`config.mk`:
```
export PLATFORM = sky130hd
export DESIGN_NAME = inc_dec_stream
export DESIGN_NICKNAME = d
export VERILOG_FILES = /design/src/rtl/inc_dec_stream.sv
export SDC_FILE = /design/constraint.sdc
export NUM_CORES = 1
export LEC_CHECK = 0
export BUFFER_PORTS_ARGS = -buffer_cell sky130_fd_sc_hd__buf_4
export CORE_MARGIN = 4
export CORE_UTILIZATION = 45
export CTS_BUF_LIST = sky130_fd_sc_hd__clkbuf_2 sky130_fd_sc_hd__clkbuf_4 sky130_fd_sc_hd__clkbuf_8
export DETAILED_ROUTE_END_ITERATION = 16
export PLACE_DENSITY = 0.7
export RECOVER_POWER = 50
export SETUP_SLACK_MARGIN = 0.2
export SLEW_MARGIN = 40
export SYNTH_ARGS = -nofsm -noshare
export SYNTH_HDL_FRONTEND = slang
export SYNTH_SLANG_ARGS = --single-unit
```
`constraint.sdc`:
```
create_clock -name clk -period 6.2 [get_ports clk]
set_input_delay 0.62 -clock clk [delete_from_list [all_inputs] [get_ports clk]]
set_output_delay 0.62 -clock clk [all_outputs]
set_load 0.01 [all_outputs]
```
`src/rtl/inc_dec_stream.sv`:
```
// -----------------------------------------------------------------------------
// inc_dec_stream
//
// Streaming increment/decrement unit. An accepted operand a is combined with
// a runtime step:
//   in_dec = 0 : y = a + step, cout = carry out of the MSB
//   in_dec = 1 : y = a - step, cout = borrow (a < step)
// The step is zero-extended to WIDTH. The result and its flags are registered,
// so a result appears one cycle after it is accepted. Storage is one output
// register plus one skid register, and results leave in strict FIFO order.
// A counter tracks the results delivered downstream.
//
// Build option (macro INC_DEC_SAT_EN):
//   defined   : saturating. Increment overflow clamps y to all-ones, and
//               decrement underflow clamps y to zero. cout still flags the
//               event, and zero reflects the clamped y.
//   undefined : results wrap modulo 2^WIDTH (default).
//
// Parameters
//   WIDTH   operand/result width (>= 2)
//   STEP_W  step width (<= WIDTH)
//   CNT_W   delivered-result counter width
//
// Ports
//   clk        in   clock, rising edge
//   rst        in   synchronous reset, active-high
//   in_valid   in   operand valid
//   in_ready   out  unit can accept an operand this cycle
//   in_a       in   operand [WIDTH]
//   in_dec     in   0 = increment, 1 = decrement
//   in_step    in   step magnitude [STEP_W]
//   out_valid  out  result valid
//   out_ready  in   downstream accepts the result
//   out_y      out  result [WIDTH]
//   out_cout   out  carry (increment) / borrow (decrement)
//   out_zero   out  out_y == 0
//   txn_count  out  results delivered, wraps mod 2^CNT_W [CNT_W]
// -----------------------------------------------------------------------------
module inc_dec_stream #(
    parameter int WIDTH  = 8,
    parameter int STEP_W = 4,
    parameter int CNT_W  = 16
) (
    input  logic              clk,
    input  logic              rst,
    input  logic              in_valid,
    output logic              in_ready,
    input  logic [WIDTH-1:0]  in_a,
    input  logic              in_dec,
    input  logic [STEP_W-1:0] in_step,
    output logic              out_valid,
    input  logic              out_ready,
    output logic [WIDTH-1:0]  out_y,
    output logic              out_cout,
    output logic              out_zero,
    output logic [CNT_W-1:0]  txn_count
);

    // ---------------------------------------------------------------------
    // Step zero-extension. Each bit is chosen by position, so the structure
    // also covers STEP_W == WIDTH without a zero-width replication.
    // ---------------------------------------------------------------------
    logic [WIDTH-1:0] step_ext;

    generate
        for (genvar gi = 0; gi < WIDTH; gi++) begin : g_step_ext
            if (gi < STEP_W) begin : g_bit
                assign step_ext[gi] = in_step[gi];
            end else begin : g_pad
                assign step_ext[gi] = 1'b0;
            end
        end
    endgenerate

    // ---------------------------------------------------------------------
    // Arithmetic on the incoming operand. Both paths are one bit wider than
    // WIDTH. The extra bit of the sum is the carry. The extra bit of the
    // difference is set exactly when a < step, because both operands are
    // below 2^WIDTH.
    // ---------------------------------------------------------------------
    logic [WIDTH:0]   sum_ext;
    logic [WIDTH:0]   diff_ext;
    logic [WIDTH-1:0] res_y;
    logic             res_cout;
    logic             res_zero;

    always_comb begin
        sum_ext  = {1'b0, in_a} + {1'b0, step_ext};
        diff_ext = {1'b0, in_a} - {1'b0, step_ext};
        res_cout = in_dec ? diff_ext[WIDTH] : sum_ext[WIDTH];
        res_y    = in_dec ? diff_ext[WIDTH-1:0] : sum_ext[WIDTH-1:0];
`ifdef INC_DEC_SAT_EN
        if (res_cout) begin
            res_y = in_dec ? '0 : '1;
        end
`endif
        res_zero = (res_y == '0);
    end

    // ---------------------------------------------------------------------
    // Output register, skid register and counter
    // ---------------------------------------------------------------------
    logic             out_valid_reg, out_valid_next;
    logic [WIDTH-1:0] out_y_reg,     out_y_next;
    logic             out_cout_reg,  out_cout_next;
    logic             out_zero_reg,  out_zero_next;
    logic             skid_full_reg, skid_full_next;
    logic [WIDTH-1:0] skid_y_reg,    skid_y_next;
    logic             skid_cout_reg, skid_cout_next;
    logic             skid_zero_reg, skid_zero_next;
    logic [CNT_W-1:0] txn_count_reg, txn_count_next;

    logic accept;
    logic drain;

    // in_ready is based only on registered state. The unit is never ready
    // while it is held in reset.
    assign in_ready = !skid_full_reg && !rst;
    assign accept   = in_valid && in_ready;
    assign drain    = out_valid_reg && out_ready;

    always_comb begin
        out_valid_next = out_valid_reg;
        out_y_next     = out_y_reg;
        out_cout_next  = out_cout_reg;
        out_zero_next  = out_zero_reg;
        skid_full_next = skid_full_reg;
        skid_y_next    = skid_y_reg;
        skid_cout_next = skid_cout_reg;
        skid_zero_next = skid_zero_reg;
        txn_count_next = txn_count_reg;

        if (drain) begin
            txn_count_next = txn_count_reg + CNT_W'(1);
            if (skid_full_reg) begin
                // Refill from the skid register first to keep FIFO order.
                // An accept cannot occur here, because in_ready is low
                // while the skid register is full.
                out_y_next     = skid_y_reg;
                out_cout_next  = skid_cout_reg;
                out_zero_next  = skid_zero_reg;
                skid_full_next = 1'b0;
            end else if (accept) begin
                out_y_next     = res_y;
                out_cout_next  = res_cout;
                out_zero_next  = res_zero;
            end else begin
                out_valid_next = 1'b0;
            end
        end else if (accept) begin
            if (!out_valid_reg) begin
                out_valid_next = 1'b1;
                out_y_next     = res_y;
                out_cout_next  = res_cout;
                out_zero_next  = res_zero;
            end else begin
                // The output register is stalled, so park the result.
                skid_full_next = 1'b1;
                skid_y_next    = res_y;
                skid_cout_next = res_cout;
                skid_zero_next = res_zero;
            end
        end
    end

    always_ff @(posedge clk) begin
        if (rst) begin
            out_valid_reg <= 1'b0;
            out_y_reg     <= '0;
            out_cout_reg  <= 1'b0;
            out_zero_reg  <= 1'b0;
            skid_full_reg <= 1'b0;
            skid_y_reg    <= '0;
            skid_cout_reg <= 1'b0;
            skid_zero_reg <= 1'b0;
            txn_count_reg <= '0;
        end else begin
            out_valid_reg <= out_valid_next;
            out_y_reg     <= out_y_next;
            out_cout_reg  <= out_cout_next;
            out_zero_reg  <= out_zero_next;
            skid_full_reg <= skid_full_next;
            skid_y_reg    <= skid_y_next;
            skid_cout_reg <= skid_cout_next;
            skid_zero_reg <= skid_zero_next;
            txn_count_reg <= txn_count_next;
        end
    end

    assign out_valid = out_valid_reg;
    assign out_y     = out_y_reg;
    assign out_cout  = out_cout_reg;
    assign out_zero  = out_zero_reg;
    assign txn_count = txn_count_reg;

endmodule

```
==> results_dict.tcl, run 1 <==
set metrics [dict create \
    grt_max_degree 40 \
    vdd_drop_max_uv 135 \
    routedWlPerCell_um 12.3 \
    cts_tree "built" \
    syn_nets 283 \
    hold_depth 2 \
    antenna_cells 0 \
    netlist_area_um2 2060 \
    period_minus_slack_ns 2.72 \
    fin_crit_sh_pct 43.9 \
    start_kind "input pin" \
    p_per_area_nw_per_um2 212 \
    grt_pass1_wl_mm 7.07 \
    ys_ff_latch 38 \
    worstMarginPinSlew_ns 0.670 \
    root_buffer "clkbuf_8" \
    dp_hpwl_mm 3.21 \
    p_leak_nw 0.946 \
    die_y_um 75.7 \
    io_buffers 44 \
    clk_latency_ns 0.28 \
    largest_register_ff_count 16 \
    maxCapViolations 0 \
    grt_pass1_vias 1639 \
    drt-pass1-iter-count 4 \
    htree_levels 2 \
    r2r_end "out_y[3]" \
    rows 24 \
    ys_seq_area_share_pct 36.8 \
    critPathArrivalTime_ns 2.93 \
    synth.distinct_cells 42 \
    stdcell_area_um2 2410 \
    holdCritStartpoint "skid_zero_reg" \
    ios 45 \
    wl_mm 4.26 \
    avgSynthCellArea_um2 8.16 \
    critical_path.endpoint_type "flip-flop" \
    outcome "completed" \
    synth_top_area_share_pct 36.8 \
    slew_viol_final 0 \
    cts_buffer_depth 2 \
    clock_skew_ns 0.00586 \
    detail-route-antenna-nets 0 \
    drive_gt1_share_pct 11.2 \
    first_iter_violations 137 \
    syn_inst 253 \
    drc 0 \
    antenna_found_initial 0 \
    crit_required_ns 6.41 \
    die_area_um2 5740 \
    max_slew_margin_pct 55.2 \
    fmax_mhz 367 \
    synth_warnings 0 \
    worst-setup-path-type "input pin to flip-flop" \
    initial_core_util_pct 47.1 \
    r2r_setup_slack_ns 3.92 \
    vias 1768 \
    core_area_um2 4380 \
    post_cts_buffers 0 \
    area_growth_pct 17.0 \
    clkTransAtPathRegs_ns 0.07 \
    r2r_start "out_valid" \
    setup_viol 0 \
    viasPerCell 5.11 \
    yosysTopAreaCell "dfxtp_1" \
    ctsHoldBuffers 0 \
    fin_setup_tns_ns 0 \
    yosys-top-cells-area "dfxtp_1 (37%), nor2_1 (8.0%), ha_1 (6.7%)" \
    place.gp.congestion 0.737 \
    ctsResizeCount 0 \
    finalHoldViolCount 0 \
    cp_max_fo 3 \
    cts_made_buffers 5 \
    grt-ovfl-total 0 \
    layout.nets 325 \
    clock-sinks 38 \
    track_usage_pct 16.0 \
    r2r_cells 6 \
    die_w_um 75.7 \
    rsz0062_at_grt "false" \
    hp-class "flip-flop to flip-flop" \
    dpl_cell_area_um2 2430 \
    whs_endpoint "skid_zero_reg" \
]
-- how the worst max path moves through the flow --
stage / start / to / cells after the start
4_1_cts: in_a[0] / out_zero / 11
2_1_floorplan: in_a[0] / out_zero / 10
5_1_grt: in_step[0] / out_zero / 11
3_5_place_dp: in_a[0] / out_zero / 11
6_report: in_a[0] / out_zero / 11
3_3_place_gp: in_step[0] / out_zero / 11
-- routing by layer --
metal | wire length, um | part of all wire, % | vias up | GRT usage (%)
li1 | - | - | 933 | -
met3 | 208 | 4.9 | 8 | 4.09
met1 | 2130 | 50 | 792 | 22.1
met5 | 0 | 0 | - | 0
met2 | 1870 | 44 | 35 | 24.0
met4 | 49 | 1.1 | 0 | 6.02
-- cells in the final DEF, fill, tap and decap left out, types with 5 or more instances in the layout --
cell,Yosys,final
dfxtp_1,38,38
nand2_1,32,32
clkbuf_8,0,6
a21oi_1,19,19
mux2i_1,5,5
xor2_1,12,12
clkbuf_1,8,27
nand3_1,7,7
inv_1,12,12
buf_4,0,18
xnor2_1,8,8
and3_1,5,5
ha_1,11,11
nor2_1,44,44
-- cell usage after synthesis --
library cell  count
dfxtp_1          38
o21bai_1          1
buf_6             1
nor4_1            1
buf_1             1
a31oi_1           1
nand2_1          32
a21oi_2           2
nand4_1           2
o21ai_0           4
nor4b_1           1
nor2b_1           2
nand4b_1          1
clkbuf_1          8
nand3_1           7
ha_1             11
or4b_1            1
fa_1              2
and2_1            1
mux2i_1           5
or3_1             2
or3b_1            2
nor2_1           44
nor2b_2           1
nor3_1            4
a311oi_1          3
o21a_2            1
a221o_2           1
nand4bb_1         1
mux2_2            2
a211oi_1          4
a21oi_1          19
a211o_1           1
o211ai_2          1
o32ai_1           2
inv_1            12
o22ai_1           1
xor2_1           12
and3_1            5
nand2b_1          4
xnor2_1           8
o221ai_1          1
-- per-stage QoR --
stage / util [%] / cells / power [W] / setup WS [ns] / hold WS (ns)
floorplan: - / 253 / 0.000325 / 3.46 / 0.432
finish: 55.1 / 346 / 0.000512 / 3.48 / 0.456
CTS: 57.4 / 346 / 0.000522 / 3.49 / 0.455
detailed placement: 55.5 / 340 / 0.000359 / 3.19 / 0.445
global route: 55.1 / 346 / 0.000541 / 3.36 / 0.477
global placement: 55.4 / 340 / 0.000356 / 3.28 / 0.443
-- power breakdown --
group	leakage, nW	switching [W]	total (W)	internal, W
sequential	0.307	0.00000563	0.000257	0.000252
combinational	0.596	0.0000524	0.0000918	0.0000394
clock	0.0431	0.0000770	0.000163	0.0000856
total	0.946	0.000135	0.000512	0.000377
-- worst max-delay path, cell delays in order --
cell and delay [ns]:
buf_4 0.08, inv_1 0.04, ha_1 0.20, fa_1 0.41
nor2b_2 0.12, o21a_2 0.15, o22ai_1 0.09, xor2_1 0.17
or3b_1 0.39, or4b_1 0.48, a31oi_1 0.17
-- layout make-up --
type	count	area, um^2
Inverter	12	45.0
Multi-Input combinational cell	193	1220
Timing Repair Buffer	45	236
Fill cell	439	1970
Tap cell	52	65.1
Clock buffer	6	82.6
Sequential cell	38	761
-- cells by family after synthesis --
kind of cell	after synthesis	synth area share [%]
AND/OR/NAND/NOR	111	24.8
AO/OA/AOI/OAI	42	13.4
flip-flops	38	36.8
buffers and inverters	22	4.36
XOR/XNOR	20	8.48
adder cells (fa/ha/maj)	13	8.61
multiplexers	7	3.52
No activity file was read; power rests on OpenSTA's default activity.
==> run 2, diff against run 1 <==
Settings changed: PLACE_DENSITY 0.7 to 0.73.
Clock period 6.2 ns to 2.2 ns, I/O delays scaled along.
==> results_dict.tcl, run 2 (synthesis gave the netlist of run 1 again) <==
set metrics [dict create \
    io_buffers 44 \
    initial_core_util_pct 47.1 \
    sequentialPowerShare_pct 46.0 \
    dp_cells 365 \
    p_clk_share_pct 32.4 \
    drive_gt1_share_pct 22.4 \
    grt_pass1_wl_mm 7.62 \
    intPower_w 0.00115 \
    cts_buffer_depth 2 \
    post_cts_buffers 0 \
    htree_levels 2 \
    worstMarginPinSlew_ns 0.416 \
    multi_input_area_um2 1290 \
    grt_pass1_vias 1761 \
    cts_made_buffers 5 \
    switching_power_w 0.000429 \
    wl_mm 4.65 \
    critical_path.endpoint_type "flip-flop" \
    worst-setup-path-type "input pin to flip-flop" \
    largest_register_ff_count 16 \
    core_area_um2 4380 \
    die_area_um2 5740 \
    grt_max_degree 38 \
    finalHoldViolCount 0 \
    ff_latch_area_um2 761 \
    final_common_cell "nor2_1" \
    die_w_um 75.7 \
    p_comb_share_pct 21.6 \
    vdd_drop_max_uv 355 \
    root_buffer "clkbuf_8" \
    cp_max_fo 3 \
    vias 1876 \
    cts_tree "built" \
    die_y_um 75.7 \
    place.gp.congestion 0.818 \
    drt-pass1-iter-count 4 \
    grt-ovfl-total 0 \
    area_growth_pct 30.6 \
    viasPerCell 5.03 \
    antenna_found_initial 0 \
    fillCellCount 413 \
    first_iter_violations 85 \
    start_kind "input pin" \
    fin_crit_sh_pct 98.5 \
    p_leak_nw 1.09 \
    rsz0062_at_grt "true" \
    clkTransAtPathRegs_ns 0.08 \
    period_minus_slack_ns 2.17 \
    setup_viol 0 \
    routedWlPerCell_um 12.5 \
    clock-sinks 38 \
    dp_hpwl_mm 3.46 \
    ctsHoldBuffers 0 \
    outcome "completed" \
    detail-route-antenna-nets 0 \
    finalNonFillerCells 373 \
    crit_required_ns 2.43 \
    clock_skew_ns 0.00889 \
    fmax_mhz 462 \
    maxCapViolations 0 \
    clk_latency_ns 0.29 \
    track_usage_pct 17.2 \
    final_cell_mix "nor2_1 (44), buf_4 (42), dfxtp_1 (38)" \
    layout.nets 350 \
    critPathArrivalTime_ns 2.39 \
    p_per_area_nw_per_um2 584 \
    drc 0 \
    hp-class "input pin to flip-flop" \
    switching_share_pct 27.2 \
    finalPower_w 0.00157 \
    fin_setup_tns_ns 0 \
    antenna_cells 0 \
    max_slew_margin_pct 72.2 \
    slew_viol_final 0 \
    ios 45 \
    rows 24 \
]
[run 2: cell types whose count changed in the layout (fill, tap and decap cells not counted), moves of 2 or more]
cell   delta
buf_4    +24
ha_1      -3
fa_1      -2
inv_1     -2
fa_2      +2
ha_4      +2
[run 2: per-stage QoR]
step           util [%]  setup WS [ns]  hold WS, ns  area, um^2
6_report           61.5         0.0336        0.227        2700
4_1_cts            63.5         0.0384        0.227        2780
2_1_floorplan         -        -0.0532        0.399        2120
3_5_place_dp       61.1         -0.298        0.445        2680
3_3_place_gp       61.1         -0.214        0.442        2680
5_1_grt            61.5        -0.0961        0.248        2700
[run 2: final timing paths]
path | slack (ns) | endpoint | depth (start not counted) | startpoint
hold reg to reg | 0.45 | skid_zero_reg | 2 | skid_zero_reg
setup reg to reg | 0.37 | out_y[4] | 7 | out_valid
hold / removal | 0.23 | out_y[7] | 4 | rst
setup / recovery | 0.03 | out_zero | 11 | in_a[0]
[run 2: layout make-up]
cell class              instances  area share [%]
clock buffers                   7            3.34
clock inverters                 1           0.186
inverters                      12            1.76
multi-input cells             193            47.9
flip-flops and latches         38            28.2
well taps                      52            2.41
repair buffers                 70            16.2
[run 2: worst max-delay path: stages]
cell and delay [ns]:
buf_4 0.11, inv_4 0.04, ha_4 0.15, fa_2 0.34
nor2b_2 0.11, o21a_2 0.16, o22ai_2 0.09, xor2_1 0.17
or3b_1 0.36, or4b_1 0.47, a31oi_1 0.16
[run 2: power by group through the flow]
stage / sequential [W] / clock (W) / combinational [W]
4_1_cts: 0.000724 / 0.000515 / 0.000350
3_5_place_dp: 0.000740 / 0 / 0.000344
2_1_floorplan: 0.000745 / 0 / 0.000184
3_3_place_gp: 0.000740 / 0 / 0.000337
5_1_grt: 0.000728 / 0.000543 / 0.000380
6_report: 0.000725 / 0.000510 / 0.000340
[run 2: routing by layer]
layer  wire length, um  track usage [%]  part of all wire (%)
met1              2080             21.2                    45
met2              2240             29.5                    48
met3               262             3.83                   5.6
met4                65             6.02                   1.4
met5                 0                0                     0
[run 2: repair_timing]
item	in CTS	in global routing
pin swaps	2	0
setup endpoints to repair	1	13
resized for setup	1	6
==> run 3, diff against run 2 <==
Settings changed: CORE_ASPECT_RATIO set to 1.4, SETUP_SLACK_MARGIN 0.2 to 0.1.
==> results_dict.tcl, run 3 (synthesis gave the netlist of run 1 again) <==
set metrics [dict create \
    p_clk_share_pct 40.8 \
    largest_register_ff_count 16 \
    ios 45 \
    vdd_drop_max_uv 268 \
    p_leak_nw 1.10 \
    drc 0 \
    p_comb_share_pct 19.0 \
    die_y_um 88.1 \
    sequentialPowerShare_pct 40.3 \
    vias 1945 \
    clock-sinks 38 \
    switching_share_pct 24.3 \
    dp_hpwl_mm 3.70 \
    cts_tree "built" \
    clkTransAtPathRegs_ns 0.07 \
    critical_path.endpoint_type "flip-flop" \
    wl_met2_mm 2.67 \
    io_buffers 44 \
    period_minus_slack_ns 2.19 \
    routedWlPerCell_um 12.9 \
    cts_made_buffers 5 \
    fmax_mhz 458 \
    antenna_found_initial 0 \
    place.gp.congestion 0.761 \
    intPower_w 0.00136 \
    outcome "completed" \
    viasPerCell 5.10 \
    holdCritStartpoint "rst" \
    r2r_start "out_valid" \
    drive_gt1_share_pct 21.8 \
    met1_length_mm 1.94 \
    critPathArrivalTime_ns 2.41 \
    detail-route-antenna-nets 0 \
    grt_pass1_wl_mm 8.34 \
    wl_mm 4.90 \
    whs_endpoint "out_y[7]" \
    initial_core_util_pct 47.5 \
    die_w_um 65.2 \
    maxCapViolations 0 \
    highest_layer "met4" \
    grt_pass1_vias 1961 \
    root_buffer "clkbuf_8" \
    die_area_um2 5750 \
    clock_skew_ns 0.00494 \
    cp_num_buf_inv 2 \
    crit_required_ns 2.42 \
    p_per_area_nw_per_um2 658 \
    cpPeakStageDelay_ns 0.49 \
    r2r_setup_slack_ns 0.26 \
    cp_max_fo 3 \
    path_cells "buf_8 > ha_4 > inv_2 > fa_2 > o21bai_1 > a21oi_2 > o22ai_2 > xor2_1 > or3b_1 > or4b_4 > a31oi_1" \
    layout.nets 350 \
    utilization_pct 62.9 \
    setup_viol 0 \
    final_common_cell "nor2_1" \
    critPathSlowestCell "or4b_4" \
    hp-class "input pin to flip-flop" \
    dr_wl_met3_um 205 \
    clk_latency_ns 0.29 \
    fillCellCount 449 \
    rsz0062_at_grt "true" \
    r2r_end "out_y[6]" \
    max_slew_margin_pct 65.9 \
    cts_buffer_depth 2 \
    switching_power_w 0.000437 \
    rows 28 \
    slew_viol_final 0 \
    grt_max_degree 38 \
    post_cts_buffers 0 \
    first_iter_violations 95 \
    area_growth_pct 32.4 \
    final_cell_mix "nor2_1 (43), buf_4 (38), dfxtp_1 (38)" \
    finalHoldViolCount 0 \
    worstMarginPinSlew_ns 0.511 \
    path_delay_family "simple AND/OR/NAND/NOR gates" \
    antenna_cells 0 \
    drt-pass1-iter-count 4 \
    start_kind "input pin" \
    worst-setup-path-type "input pin to flip-flop" \
    fin_crit_sh_pct 99.3 \
    finalPower_w 0.00180 \
    track_usage_pct 18.4 \
    r2r_cells 7 \
    core_area_um2 4340 \
    hold_depth 4 \
    htree_levels 2 \
    grt-ovfl-total 0 \
]
## run 3: worst max path at each step
stage / start / end / slack, ns / cells after the start
2_1_floorplan: in_a[0] / out_zero / -0.05 / 10
3_3_place_gp: in_a[0] / out_zero / -0.21 / 11
3_5_place_dp: in_step[0] / out_zero / -0.31 / 11
4_1_cts: in_step[0] / out_zero / 0.007 / 11
5_1_grt: in_step[3] / out_zero / -0.06 / 10
6_report: in_step[0] / out_zero / 0.01 / 11
## run 3: power by group through the flow
stage	Clock [W]	Sequential (W)	Combinational, W
finish	0.000734	0.000725	0.000341
global route	0.000769	0.000728	0.000377
CTS	0.000745	0.000725	0.000356
detailed placement	0	0.000741	0.000351
global placement	0	0.000740	0.000341
floorplan	0	0.000745	0.000183
## run 3: area by class of cell
class / count / area, um^2 / area share [%]
Inverter: 12 / 45.0 / 1.65
Clock inverter: 2 / 60.1 / 2.20
Tap cell: 60 / 75.1 / 2.75
Sequential cell: 38 / 761 / 27.8
Timing Repair Buffer: 70 / 428 / 15.7
Clock buffer: 6 / 82.6 / 3.02
Multi-Input combinational cell: 193 / 1280 / 46.9
## run 3: layer usage
metal	vias up	GRT usage, %
met2	37	34.4
li1	991	-
met3	7	4.75
met5	-	0
met4	0	9.43
met1	910	18.6
## run 3: worst min-delay path, cell delays in order
cell	delay (ns)
buf_4	0.09
inv_1	0.05
o21ai_0	0.07
a21oi_1	0.04
## run 3: repair_timing
| item | 4_1_cts | 5_1_grt |
|---|---|---|
| hold buffers | 0 | 0 |
| setup endpoints to repair | 1 | 2 |
| pin swaps | 1 | 4 |
| resized for setup | 5 | 4 |
## run 3: per-stage QoR
stage	hold WS, ns	std cells	cell area, um^2	setup slack [ns]	setup TNS (ns)
6_report	0.234	381	2730	0.0143	0
5_1_grt	0.248	381	2730	-0.0634	-0.0634
4_1_cts	0.224	381	2830	0.00694	0
3_5_place_dp	0.445	373	2680	-0.314	-0.478
3_3_place_gp	0.440	373	2680	-0.208	-0.254
2_1_floorplan	0.399	253	2120	-0.0532	-0.0532
